## src/rtl/flight_ctrl_pkg.sv

```systemverilog
// Shared types and limits for the flight sequencer.
// Also used by the renderer to decode state and score.
package flight_ctrl_pkg;

  localparam int YW = 10;
  localparam int SW = 14;
  localparam int LW = 2;

  typedef enum logic [1:0] {
    ST_IDLE = 2'b00,
    ST_RUN  = 2'b01,
    ST_HIT  = 2'b10,
    ST_OVER = 2'b11
  } state_e;

  localparam logic [SW-1:0] SCORE_MAX = 14'd9999;
  localparam logic [LW-1:0] LVL_MAX   = 2'd3;

endpackage

```

## src/rtl/flight_ctrl_if.sv

```systemverilog
// Player/game bus: move ticks and game events in,
// sprite position and game status out.
interface flight_ctrl_if;
  import flight_ctrl_pkg::*;

  logic          start;
  logic          up_key_press;
  logic          down_key_press;
  logic          collide;
  logic          pass;
  logic [YW-1:0] y_pos;
  logic [1:0]    state;
  logic          move_en;
  logic          hit_flash;
  logic [SW-1:0] score;
  logic [LW-1:0] level;

  modport master (
    output start, up_key_press, down_key_press,
    output collide, pass,
    input  y_pos, state, move_en, hit_flash,
    input  score, level
  );

  modport slave (
    input  start, up_key_press, down_key_press,
    input  collide, pass,
    output y_pos, state, move_en, hit_flash,
    output score, level
  );

endinterface

```

## src/rtl/btn_edge.sv

```systemverilog
// Button history register plus registered rising-edge pulse.
// Ports: clk, reset (async active-low), btn in, rise out.
module btn_edge (
  input  logic clk,
  input  logic reset,
  input  logic btn,
  output logic rise
);

  logic btn_q;

  always_ff @(posedge clk or negedge reset) begin
    if (!reset) begin
      btn_q <= 1'b0;
      rise  <= 1'b0;
    end else begin
      btn_q <= btn;
      rise  <= btn & ~btn_q;
    end
  end

endmodule

```

## src/rtl/flight_ctrl.sv

```systemverilog
// Game sequencer: player Y, game FSM, score/level, hit timer.
// Ports: clk, reset (async active-low), bus (flight_ctrl_if.slave).
module flight_ctrl
  import flight_ctrl_pkg::*;
#(
  parameter int Y_MIN      = 0,
  parameter int Y_MAX      = 440,
  parameter int Y_START    = 240,
  parameter int STEP_UP    = 8,
  parameter int STEP_DN    = 4,
  parameter int HIT_HOLD   = 1000,
  parameter int LVL_PASSES = 10
) (
  input logic          clk,
  input logic          reset,
  flight_ctrl_if.slave bus
);

  localparam int SUBW = $clog2(LVL_PASSES);
  localparam int HCL  = $clog2(HIT_HOLD);
  // Counter keeps at least 7 bits so the flash bit exists.
  localparam int HCW  = (HCL > 7) ? HCL : 7;

  localparam logic [YW-1:0] YMIN   = YW'(Y_MIN);
  localparam logic [YW-1:0] YMAX   = YW'(Y_MAX);
  localparam logic [YW-1:0] YSTART = YW'(Y_START);
  localparam logic [YW-1:0] STUP   = YW'(STEP_UP);
  localparam logic [YW-1:0] STDN   = YW'(STEP_DN);
  localparam logic [SUBW-1:0] SUB_LAST = SUBW'(LVL_PASSES - 1);
  localparam logic [HCW-1:0]  HIT_LAST = HCW'(HIT_HOLD - 1);

  state_e          st_q, st_d;
  logic [YW-1:0]   y_q, y_d, y_up, y_dn;
  logic [YW:0]     y_sum;
  logic [SW-1:0]   sc_q, sc_d;
  logic [LW-1:0]   lv_q, lv_d;
  logic [SUBW-1:0] sub_q, sub_d;
  logic [HCW-1:0]  hit_q, hit_d;
  logic            men_q, fl_q;
  logic            start_rise;
  logic            mv_up, mv_dn;
  logic            crash, hit_done;

  btn_edge u_start (
    .clk   (clk),
    .reset (reset),
    .btn   (bus.start),
    .rise  (start_rise)
  );

  // Collide beats both ticks; up beats down.
  assign mv_up = ~bus.collide & bus.up_key_press;
  assign mv_dn = ~bus.collide & ~bus.up_key_press
               & bus.down_key_press;

  always_comb begin
    y_up  = (y_q < YMIN + STUP) ? YMIN : y_q - STUP;
    y_sum = {1'b0, y_q} + {1'b0, STDN};
    y_dn  = (y_sum >= {1'b0, YMAX}) ? YMAX
                                    : y_sum[YW-1:0];
  end

  assign crash    = mv_dn & (y_dn == YMAX);
  assign hit_done = (hit_q == HIT_LAST);

  always_ff @(posedge clk or negedge reset) begin
    if (!reset) st_q <= ST_IDLE;
    else        st_q <= st_d;
  end

  always_comb begin
    st_d = st_q;
    unique case (st_q)
      ST_IDLE: if (start_rise) st_d = ST_RUN;
      ST_RUN:  if (bus.collide | crash) st_d = ST_HIT;
      ST_HIT:  if (hit_done) st_d = ST_OVER;
      ST_OVER: if (start_rise) st_d = ST_IDLE;
      default: st_d = ST_IDLE;
    endcase
  end

  always_comb begin
    y_d   = y_q;
    sc_d  = sc_q;
    lv_d  = lv_q;
    sub_d = sub_q;
    hit_d = hit_q;
    unique case (st_q)
      ST_RUN: begin
        unique case (1'b1)
          mv_up:   y_d = y_up;
          mv_dn:   y_d = y_dn;
          default: y_d = y_q;
        endcase
        if (bus.pass) begin
          if (sc_q != SCORE_MAX) sc_d = sc_q + 1'b1;
          if (sub_q == SUB_LAST) begin
            sub_d = '0;
            if (lv_q != LVL_MAX) lv_d = lv_q + 1'b1;
          end else begin
            sub_d = sub_q + 1'b1;
          end
        end
      end
      ST_HIT: hit_d = hit_done ? '0 : hit_q + 1'b1;
      default: ;
    endcase
    // Entering or sitting in IDLE loads fresh game values.
    if (st_d == ST_IDLE) begin
      y_d   = YSTART;
      sc_d  = '0;
      lv_d  = '0;
      sub_d = '0;
      hit_d = '0;
    end
  end

  always_ff @(posedge clk or negedge reset) begin
    if (!reset) begin
      y_q   <= YSTART;
      sc_q  <= '0;
      lv_q  <= '0;
      sub_q <= '0;
      hit_q <= '0;
      men_q <= 1'b0;
      fl_q  <= 1'b0;
    end else begin
      y_q   <= y_d;
      sc_q  <= sc_d;
      lv_q  <= lv_d;
      sub_q <= sub_d;
      hit_q <= hit_d;
      men_q <= (st_d == ST_RUN);
      fl_q  <= hit_d[6];
    end
  end

  assign bus.y_pos     = y_q;
  assign bus.state     = st_q;
  assign bus.move_en   = men_q;
  assign bus.hit_flash = fl_q;
  assign bus.score     = sc_q;
  assign bus.level     = lv_q;

endmodule

```

## src/flat_wrapper.sv

```systemverilog
// flat-port wrapper written by rule: the top's interface ports become plain ports
module flight_ctrl_flat import flight_ctrl_pkg::*;
#(
  parameter int Y_MIN      = 0,
  parameter int Y_MAX      = 440,
  parameter int Y_START    = 240,
  parameter int STEP_UP    = 8,
  parameter int STEP_DN    = 4,
  parameter int HIT_HOLD   = 1000,
  parameter int LVL_PASSES = 10
)
  (clk, reset, bus_start, bus_up_key_press, bus_down_key_press, bus_collide, bus_pass, bus_y_pos, bus_state, bus_move_en, bus_hit_flash, bus_score, bus_level);
  flight_ctrl_if bus_i ();
  input logic clk;
  input logic reset;
  input wire logic [$bits(bus_i.start)-1:0] bus_start;
  input wire logic [$bits(bus_i.up_key_press)-1:0] bus_up_key_press;
  input wire logic [$bits(bus_i.down_key_press)-1:0] bus_down_key_press;
  input wire logic [$bits(bus_i.collide)-1:0] bus_collide;
  input wire logic [$bits(bus_i.pass)-1:0] bus_pass;
  output wire logic [$bits(bus_i.y_pos)-1:0] bus_y_pos;
  output wire logic [$bits(bus_i.state)-1:0] bus_state;
  output wire logic [$bits(bus_i.move_en)-1:0] bus_move_en;
  output wire logic [$bits(bus_i.hit_flash)-1:0] bus_hit_flash;
  output wire logic [$bits(bus_i.score)-1:0] bus_score;
  output wire logic [$bits(bus_i.level)-1:0] bus_level;
  assign bus_i.start = bus_start;
  assign bus_i.up_key_press = bus_up_key_press;
  assign bus_i.down_key_press = bus_down_key_press;
  assign bus_i.collide = bus_collide;
  assign bus_i.pass = bus_pass;
  assign bus_y_pos = bus_i.y_pos;
  assign bus_state = bus_i.state;
  assign bus_move_en = bus_i.move_en;
  assign bus_hit_flash = bus_i.hit_flash;
  assign bus_score = bus_i.score;
  assign bus_level = bus_i.level;
  flight_ctrl #(.Y_MIN(Y_MIN), .Y_MAX(Y_MAX), .Y_START(Y_START), .STEP_UP(STEP_UP), .STEP_DN(STEP_DN), .HIT_HOLD(HIT_HOLD), .LVL_PASSES(LVL_PASSES)) u_core (.clk(clk), .reset(reset), .bus(bus_i));
endmodule
```

## config.mk

```make
export PLATFORM = sky130hd
export DESIGN_NAME = flight_ctrl_flat
export DESIGN_NICKNAME = d
export VERILOG_FILES = /design/src/rtl/flight_ctrl_pkg.sv /design/src/rtl/flight_ctrl_if.sv /design/src/rtl/btn_edge.sv /design/src/rtl/flight_ctrl.sv /design/src/flat_wrapper.sv
export SDC_FILE = /design/constraint.sdc
export NUM_CORES = 1
export LEC_CHECK = 0
export BUFFER_PORTS_ARGS = -buffer_cell sky130_fd_sc_hd__buf_2
export CAP_MARGIN = 15
export CORE_MARGIN = 2
export CORE_UTILIZATION = 52
export DETAILED_ROUTE_END_ITERATION = 10
export GPL_ROUTABILITY_DRIVEN = 0
export PLACE_DENSITY_LB_ADDON = 0.08
export SLEW_MARGIN = 20
export SYNTH_ARGS = -nofsm -noshare
export SYNTH_HDL_FRONTEND = slang
export SYNTH_SLANG_ARGS = --single-unit
export TNS_END_PERCENT = 20
```

## constraint.sdc

```tcl
create_clock -name clk -period 3.2 [get_ports clk]
set_input_delay 0 -clock clk [delete_from_list [all_inputs] [get_ports clk]]
set_output_delay 0 -clock clk [all_outputs]
set_load 0.02 [all_outputs]
```

==> run_results.csv <==
group,metric,value,unit
routing,drt_iter0_markers,87,
global_routing,grt_overflow,0,
clocking,cts_setup_buffers,0,
routing,ant_nets,0,
final_layout,multi_input_area,1490,sq um
sta,relSlewSlack,49.3,%
sta,finalHoldViolCount,0,
routing,wl_per_cell,14.1,um
clocking,tritoncts,"yes",
setup_path,cp_data_arrival_time,2.54,ns
synth,yosysWarnings,0,
power_and_ir_drop,power.density,338,nW/um^2
floorplanning,die_x,76.0,um
final_layout,drive_above_1_share,17.1,%
global_routing,grt_pass1_wl,10200,um
final_layout,fillerInstances,463,
sta,rsz0062_at_grt,"false",
sta,maxSlewViolCount,0,
setup_path,cp-end-kind,"flop",
floorplanning,coreArea,5040,sq um
routing,drt-total-wl,5780,um
clocking,cts_buffers,5,
global_routing,grt_max_degree,46,
clocking,insertion_delay,0.29,ns
sta,clock.fmax,435,MHz
setup_path,crit_fanout,12,
floorplanning,die_area,5780,sq um
synth,synth_top_area_share,38.0,%
sta,layout_min_cycle_time,2.30,ns
sta,fin_ws,0.902,ns
sta,tns,0,ns
routing,drc,0,
sta,finClkSkew,0.00764,ns
global_routing,grt_antenna_before_repair,0,
setup_path,startpoint_type,"flop",
run,maxCapViolations,0,
placed_design,place_area,2910,sq um
synth,async_flop_share,100,%
setup_path,cp.required,3.44,ns
synth,synth_seq_area_share,41.9,%
final_layout,regArea,1130,sq um
global_routing,grtUsageTotal,21.5,%
clocking,clock_path_buffers,2,
clocking,root_buffer,"clkbuf_8",
synth,avgSynthCellArea,8.90,sq um
final_layout,final_cells,409,
placed_design,placedCellCount,399,
floorplanning,initial_utilization,53.5,%
status,status,"complete, no violations",
worst_hold_path,hold_path.class,"in -> reg",
placed_design,dp_hpwl,4030,um
sta,worst_slew_pin_slew,0.752,ns
final_layout,layout.nets,354,
synth,synthCells,303,
synth,syn_area,2700,sq um
setup_path,path_class,"reg -> reg",
synth,synth_area_leaders,"dfrtp_1 38%, nor2_1 6.1%, xor2_1 4.5%",
placed_design,port_buffers,36,
synth,synth_top_cell_by_area,"dfrtp_1",
power_and_ir_drop,leakage,1.42,nW
sta,setup_viol,0,
final_layout,syn2layout_area_growth,12.8,%
floorplanning,placementRows,26,
synth,synthFlopType,"dfrtp_1",
final_layout,antenna_cells,0,
final_layout,design_area,3040,sq um
synth,synth_edf_count,0,
power_and_ir_drop,vdd_drop_max,0.000229,V
synth,synth_nets,319,
floorplanning,chipHeight,76.0,um
floorplanning,boundaryPins,37,
sta,finalCritPeriodShare,71.8,%
routing,first_pass_iters,5,
clocking,clock-sinks,45,
clocking,clk_pin_slew,0.09,ns
clocking,htree_levels,2,
routing,routed_via_density,5.57,
synth,synth_seq_cells,45,
global_routing,grt_pass1_vias,2116,
placed_design,preCtsSetupSlack,0.928,ns
routing,vias,2279,
synth,yosys.cell_types.count,60,
==> layout by cell type (no fill, tap or decap), types with 2 or more instances in the layout <==
cell type       n
ha_1            9
a21boi_0        2
clkbuf_8        5
o21ai_1         2
and3_1          7
a21o_1          2
and2_1          6
dfstp_2         4
nand4_1        11
nand2_1        30
nand2b_1        5
o21ai_0        15
o21a_1          3
nor3_1         12
buf_2          35
dlygate4sd3_1   2
buf_4           2
dfrtp_1        41
nand3b_1        2
mux2i_1         3
and4_4          2
or3_1           3
xnor2_1         6
nor2_1         44
nor3b_1         2
or2_2           2
nand3_1        10
a21oi_1        22
xor2_1         14
inv_1           4
==> cell type report <==
type	instances	area share, %
clock buffer	6	2.38
clock inverter	2	1.27
inverter	4	0.493
multi-input combinational	243	48.9
sequential	45	37.2
tap	70	2.88
timing repair buffer	39	6.91
==> worst max-delay path, stage by stage (launching register included) <==
cell and delay, ns:
dfstp_2 0.66, ha_1 0.25, nand3_1 0.11, a311o_1 0.33, nand3_1 0.09, o311ai_2 0.15, a21oi_1 0.39, o221a_2 0.27
==> synth_stat cells, drive strengths merged (4+ instances only) <==
| cell | instances |
|---|---|
| nand3 | 10 |
| nand2b | 5 |
| nand4 | 11 |
| dfrtp | 41 |
| dfstp | 4 |
| o21ai | 17 |
| nor2 | 44 |
| or3 | 4 |
| nand2 | 30 |
| ha | 9 |
| a21oi | 22 |
| and3 | 7 |
| nor3 | 12 |
| xnor2 | 6 |
| inv | 4 |
| buf | 7 |
| and2 | 6 |
| clkbuf | 4 |
| xor2 | 14 |
==> final timing paths <==
check,startpoint,to,slack (ns),depth (start not counted)
setup / recovery,u_core.bus.y_pos[4],u_core.bus.y_pos[6],0.90,7
hold / removal,bus_collide,u_core.bus.state[0],0.05,3
setup reg to reg,u_core.bus.y_pos[4],u_core.bus.y_pos[6],0.90,7
hold reg to reg,u_core.u_start.btn_q,u_core.u_start.rise,0.39,1
max in group asynchronous,reset,u_core.bus.y_pos[9],2.57,2
min in group asynchronous,reset,u_core.hit_q[6],0.24,2
==> kinds of logic (layout without fill, tap and decap cells) <==
group / count (synthesis) / after routing / synth area share, %
AOI/OAI and AO/OA: 65 / 65 / 15.6
xor gates and xnor gates: 20 / 20 / 6.49
adders and majority gates: 9 / 9 / 4.17
buffers and inverters: 15 / 51 / 2.92
DFF: 45 / 45 / 41.9
muxes: 3 / 3 / 1.11
and+or+nand+nor: 146 / 146 / 27.8
==> per-stage QoR <==
step	hold WS [ns]	util [%]	total power [mW]
3_3_place_gp	0.138	57.7	0.607
4_1_cts	0.0465	60.3	1.05
6_report	0.0545	60.3	1.03
5_1_grt	0.0571	60.3	1.08
3_5_place_dp	0.139	57.7	0.607
2_1_floorplan	-0.296	-	0.588
==> routing by layer <==
metal  track usage [%]  routed length (um)  up-vias
met5                 0                   0        -
met3              3.55                 206        7
met2              35.3                2770       40
li1                  -                   -     1155
met4              6.18                  72        0
met1              29.7                2740     1077
==> flip-flops by register name, indices dropped and copies added, names as in the netlist <==
name / count
u_core.sub_q: 4
u_core.bus.level: 2
u_core.u_start.rise: 1
u_core.u_start.btn_q: 1
u_core.bus.move_en: 1
u_core.hit_q: 10
u_core.bus.state: 2
u_core.bus.score: 14
u_core.bus.y_pos: 10
==> where the power goes <==
part	total (mW)	leakage, nW	internal [mW]	switching (mW)
combinational	0.0259	0.789	0.00750	0.0184
sequential	0.571	0.576	0.570	0.00106
clock	0.433	0.0554	0.235	0.198
==> what timing repair did <==
item | in CTS | in global routing
endpoints found under the hold margin | 43 | 0
gates resized for setup | 0 | 0
hold buffers | 2 | 0
(Power assumes the default switching activity.)
